## src/rtl/cacheline_burst_adapter.sv

```systemverilog
// Cache-line to memory-burst adapter: splits one whole-line read or writeback
// into BURST_LEN beats on the memory bus, reassembling or serialising line data.
module cacheline_burst_adapter #(
   parameter int unsigned CACHE_LINE_WIDTH = 256,
   parameter int unsigned BURST_LEN        = 4,
   parameter int unsigned BURST_WIDTH      = CACHE_LINE_WIDTH / BURST_LEN
) (
   input  logic                        clk,
   input  logic                        rst_n,
   input  logic                        line_read,
   input  logic                        line_write,
   input  logic [31:0]                 line_addr,
   input  logic [CACHE_LINE_WIDTH-1:0] line_wdata,
   output logic [CACHE_LINE_WIDTH-1:0] line_rdata,
   output logic                        line_resp,
   output logic                        line_error,
   output logic                        busy,
   output logic                        mem_read,
   output logic                        mem_write,
   output logic [31:0]                 mem_address,
   output logic [BURST_WIDTH-1:0]      mem_wdata,
   output logic [BURST_WIDTH/8-1:0]    mem_byte_enable,
   input  logic [BURST_WIDTH-1:0]      mem_rdata,
   input  logic                        mem_resp,
   input  logic                        pm_error
);

   localparam int unsigned       OFFSET_W   = $clog2(CACHE_LINE_WIDTH / 8);
   localparam int unsigned       BEAT_W     = (BURST_LEN > 1) ? $clog2(BURST_LEN) : 1;
   localparam logic [31:0]       ALIGN_MASK = ~((32'd1 << OFFSET_W) - 32'd1);
   localparam logic [BEAT_W-1:0] LAST_BEAT  = BEAT_W'(BURST_LEN - 1);

   typedef enum logic [1:0] {IDLE, READ, WRITE, DONE} state_t;

   state_t                      state;
   logic [BEAT_W-1:0]           beat;
   logic [CACHE_LINE_WIDTH-1:0] wline;

   always_ff @(posedge clk or negedge rst_n) begin
      if (!rst_n) begin
         state       <= IDLE;
         beat        <= '0;
         wline       <= '0;
         line_rdata  <= '0;
         line_resp   <= 1'b0;
         line_error  <= 1'b0;
         mem_read    <= 1'b0;
         mem_write   <= 1'b0;
         mem_address <= '0;
      end else begin
         line_resp  <= 1'b0;
         line_error <= 1'b0;
         unique case (state)
            IDLE: begin
               beat <= '0;
               if (line_write) begin
                  wline       <= line_wdata;
                  mem_address <= line_addr & ALIGN_MASK;
                  mem_write   <= 1'b1;
                  state       <= WRITE;
               end else if (line_read) begin
                  mem_address <= line_addr & ALIGN_MASK;
                  mem_read    <= 1'b1;
                  state       <= READ;
               end
            end
            READ: begin
               // an error abort wins over a beat arriving on the same edge
               if (pm_error) begin
                  mem_read   <= 1'b0;
                  line_error <= 1'b1;
                  state      <= IDLE;
               end else if (mem_resp) begin
                  line_rdata[BURST_WIDTH*int'(beat) +: BURST_WIDTH] <= mem_rdata;
                  if (beat == LAST_BEAT) begin
                     mem_read  <= 1'b0;
                     line_resp <= 1'b1;
                     state     <= DONE;
                  end else begin
                     beat <= beat + 1'b1;
                  end
               end
            end
            WRITE: begin
               if (pm_error) begin
                  mem_write  <= 1'b0;
                  line_error <= 1'b1;
                  state      <= IDLE;
               end else if (mem_resp) begin
                  if (beat == LAST_BEAT) begin
                     mem_write <= 1'b0;
                     line_resp <= 1'b1;
                     state     <= DONE;
                  end else begin
                     beat <= beat + 1'b1;
                  end
               end
            end
            DONE: state <= IDLE;
            default: state <= IDLE;
         endcase
      end
   end

   always_comb begin
      busy            = (state != IDLE);
      mem_wdata       = wline[BURST_WIDTH*int'(beat) +: BURST_WIDTH];
      mem_byte_enable = mem_write ? '1 : '0;
   end

endmodule

```

## config.mk

```make
export PLATFORM = sky130hd
export DESIGN_NAME = cacheline_burst_adapter
export DESIGN_NICKNAME = d
export VERILOG_FILES = /design/src/rtl/cacheline_burst_adapter.sv
export SDC_FILE = /design/constraint.sdc
export NUM_CORES = 1
export LEC_CHECK = 0
export CORE_AREA = 2 2 283 285
export CTS_BUF_LIST = sky130_fd_sc_hd__clkbuf_4 sky130_fd_sc_hd__clkbuf_8
export DETAILED_ROUTE_END_ITERATION = 12
export DIE_AREA = 0 0 285 287
export HOLD_SLACK_MARGIN = 0.03
export PLACE_DENSITY = 0.49
export SLEW_MARGIN = 20
export SYNTH_ARGS = -nofsm -noshare
export SYNTH_HDL_FRONTEND = slang
export SYNTH_SLANG_ARGS = --single-unit
```

## constraint.sdc

```tcl
create_clock -name clk -period 3 [get_ports clk]
set_input_delay 0.6 -clock clk [delete_from_list [all_inputs] [get_ports clk]]
set_output_delay 0.6 -clock clk [all_outputs]
set_load 0.05 [all_outputs]
```

==> impl_results.md <==
- Final Net Count: 2446
- Period utilisation layout: roughly 95%
- Vias: 15100
- Antenna violations before repair: 29
- Post-Syn Area: 21600 um2
- Worst path top cell family by delay: buffers and inverters
- Post-Place Worst Slack: 0.257 ns
- Internal power: 19.9 mW
- Minimum clock period: 2.85 ns
- CP cell instances: buf_12 > buf_4 > mux4_2 > buf_4
- Power per cell area: 999 nW/um2
- Drt first pass iters: 5
- CP most frequent cell: buf_4
- Row count: just over 100
- Post-route setup TNS: 0 ns
- Fmax: 0.351 GHz
- Async set-or-reset flop fraction in the synthesized netlist: 100%
- Total CTS buffers: 98
- Sw Share: 38.2%
- Routed vias/inst: 4.71
- Synthesized flop and latch total: 547
- Critical path peak fanout: 6
- Unrepaired setup endpoints after global routing: false
- Die width: about 290 um
- Clock Sinks: ~550
- Max IR drop VDD: 0.565 mV
- Global-route usage over all layers: 18.4%
- TritonCTS clock tree: yes
- Critical Path Source: beat[0]
- Worst path arrival time: between 2 and 2.5 ns
- Worst R2R Start: beat[0]
- Clk_skew: 0.0300 ns
- Vias in the first global route: 16500
- Final HPWL DP: 53800 um
- Fin. max-slew vios: 0
- Gr ovfl total: 0
- H-tree depth: 3
- Post-Syn Area per Cell: around 16 um2
- Worst setup margin: between 0.15 and 0.2 ns
- Max Cap Viol: 0
- Synth Flop Type: dfrtp_1
- Starting Density: 27.5%
- Worst Tran Pin Value: 0.721 ns
- First-pass GRT wire length: 113000 um
- Layout cells sized above 1: 29.9%
- # DRC: 0
- Die Span Y: 287 um
- Cells after synthesis: 1323
- Register area share after synthesis: 63.3%
- Leak Pwr: 13.7 nW
- Worst flop-to-flop path endpoint: line_rdata[25]
- Detailed Route Iter0 Violations: 643
- Critical path class: reg2out
- Crit-path slowest cell: mux4_2
- Comb power frac: 42.8%
- Relative slew slack: 51.8%
- Layout Utilization: about 41%
- P&R area growth vs syn: 49.3%
- CP Buf/Inv Count: 3
- Critical Path Stages: 4
- I/O pins: roughly 720
- Number of synthesized flops with an enable pin: 0
- Final Hold Slack: roughly 0.41 ns
- Routed wire length: 76200 um
- Status: completed
- Worst Setup Start Kind: flip-flop
- Crit-path max cell delay: 0.55 ns
- Flop pwr share: between 30% and 40%
- Cells on worst reg2reg path: 9
- Root Driver: clkbuf_8
- Synth Warn #: 0
- Clock Path Buffers: 3
- R2R Setup Slk: 0.35 ns
- Endpoint class of the critical path: output port
- Library cells used by synthesis: 33
- Final Wtd Congestion: roughly 0.81
- Routed Antenna Nets: 0
- Worst Path Required: 2.40 ns
- Average wire per standard cell: 23.7 um
- Clock transition at path regs: 0.05 ns
- Hold violation total from the final report: 0
- Die area: 81800 um2
- Setup-failing EPs final: 0
- Clk_lat worst skew: 0.69 ns
- Port bufs: 712
- Worst setup path endpoint: mem_wdata[6]
- Pin count of the biggest net entering global routing: 96
- Hold/Removal Path Class: in2async
- Clock power frac: 23.3%
- Sw power: 12.3 mW
- CORE AREA: 78600 um2
[metrics by stage]
step           power, mW  instances  cell area [um2]
5_1_grt             33.9       3207            32300
3_3_place_gp        24.7       3015            30000
3_5_place_dp        25.0       3015            30000
2_1_floorplan       20.2       1327            21600
4_1_cts             32.8       3204            32300
6_report            32.2       3214            32300
[cell usage after synthesis (2+ instances only)]
| cell | count | area, um2 |
|---|---|---|
| o21ai_0 | 3 | 15.0 |
| nor2b_1 | 3 | 18.8 |
| buf_6 | 6 | 67.6 |
| a22o_1 | 257 | 2250 |
| clkbuf_1 | 38 | 143 |
| mux2_2 | 285 | 3210 |
| ha_1 | 10 | 125 |
| and2_1 | 2 | 12.5 |
| buf_2 | 53 | 265 |
| buf_4 | 16 | 120 |
| nor3_1 | 2 | 10.0 |
| inv_1 | 5 | 18.8 |
| mux2i_1 | 2 | 20.0 |
| mux4_2 | 64 | 1440 |
| nand4b_1 | 4 | 35.0 |
| nand2b_1 | 4 | 25.0 |
| nor4_2 | 2 | 25.0 |
| a21oi_1 | 3 | 15.0 |
| dfrtp_1 | 547 | 13700 |
| nand2_1 | 4 | 15.0 |
[cell families (layout without fill, tap and decap cells)]
group | Yosys count | in the layout | share of synthesized area (%)
fa+ha+maj | 10 | 10 | 0.579
compound gates | 268 | 268 | 10.7
buf+inv | 119 | 946 | 2.86
other cells | 1 | 15 | 0.0173
simple gates | 26 | 26 | 0.874
xor+xnor | 1 | 1 | 0.0405
flops | 547 | 547 | 63.3
mux | 351 | 351 | 21.6
[final cells by class]
type / count / area, um2
clock inverters: 22 / 223
clock buffers: 154 / 1900
well taps: 1050 / 1310
inverters: 5 / 18.8
fillers: 7445 / 46300
flip-flops and latches: 547 / 13700
diodes: 10 / 25.0
multi-input cells: 661 / 7370
repair buffers: 765 / 7740
[layout by cell type, fill, tap and decap left out, types with 4 or more instances in the layout]
cell and n:
inv_1 5, a22o_1 257, clkbuf_4 35, dfrtp_1 545
nand4b_1 4, buf_12 24, mux4_2 64, buf_4 79
conb_1 5, nand2b_1 4, clkdlybuf4s50_1 646, diode_2 10
clkbuf_8 119, dlygate4sd2_1 8, nand2_1 4, ha_1 10
mux2_2 285, clkinv_2 14
[metal layers]
metal  up-vias  wire length, um  GRT usage (%)
li1       6539                -              -
met1      7790            28900           21.4
met2       612            37100           30.5
met3       149             8230           8.37
met4        36             1730           5.34
met5         -              218              0
[power by group through the flow]
stage | combinational, mW | clock, mW | sequential [mW]
2_1_floorplan | 7.72 | 0 | 12.5
3_3_place_gp | 13.6 | 0 | 11.1
4_1_cts | 14.0 | 7.78 | 11.0
3_5_place_dp | 13.8 | 0 | 11.2
5_1_grt | 14.5 | 8.12 | 11.3
6_report | 13.8 | 7.50 | 10.9
[timing repair]
| item | CTS | global route |
|---|---|---|
| hold endpoints to repair | 36 | 0 |
| hold buffers | 1 | 0 |
| setup endpoints to repair | 58 | 0 |
| gates resized for setup | 12 | 0 |
| setup buffers | 12 | 0 |
[registers in the layout (all words and copies together), names as in the netlist]
| signal | cells |
|---|---|
| line_rdata | 256 |
| mem_address | 27 |
| mem_read | 1 |
| line_error | 1 |
| mem_write | 1 |
| beat | 2 |
| state | 2 |
| wline | 256 |
| line_resp | 1 |
[worst min path at each step]
stage          startpoint    endpoint  slack, ns  cells past startpoint
6_report            rst_n   wline[70]       0.41                      2
4_1_cts             rst_n  wline[137]       0.36                      2
2_1_floorplan       rst_n     beat[0]       0.30                      0
3_5_place_dp   wline[144]  wline[144]       0.49                      1
5_1_grt             rst_n   wline[70]       0.39                      2
3_3_place_gp   wline[140]  wline[140]       0.49                      1
(Power assumes the default switching activity.)
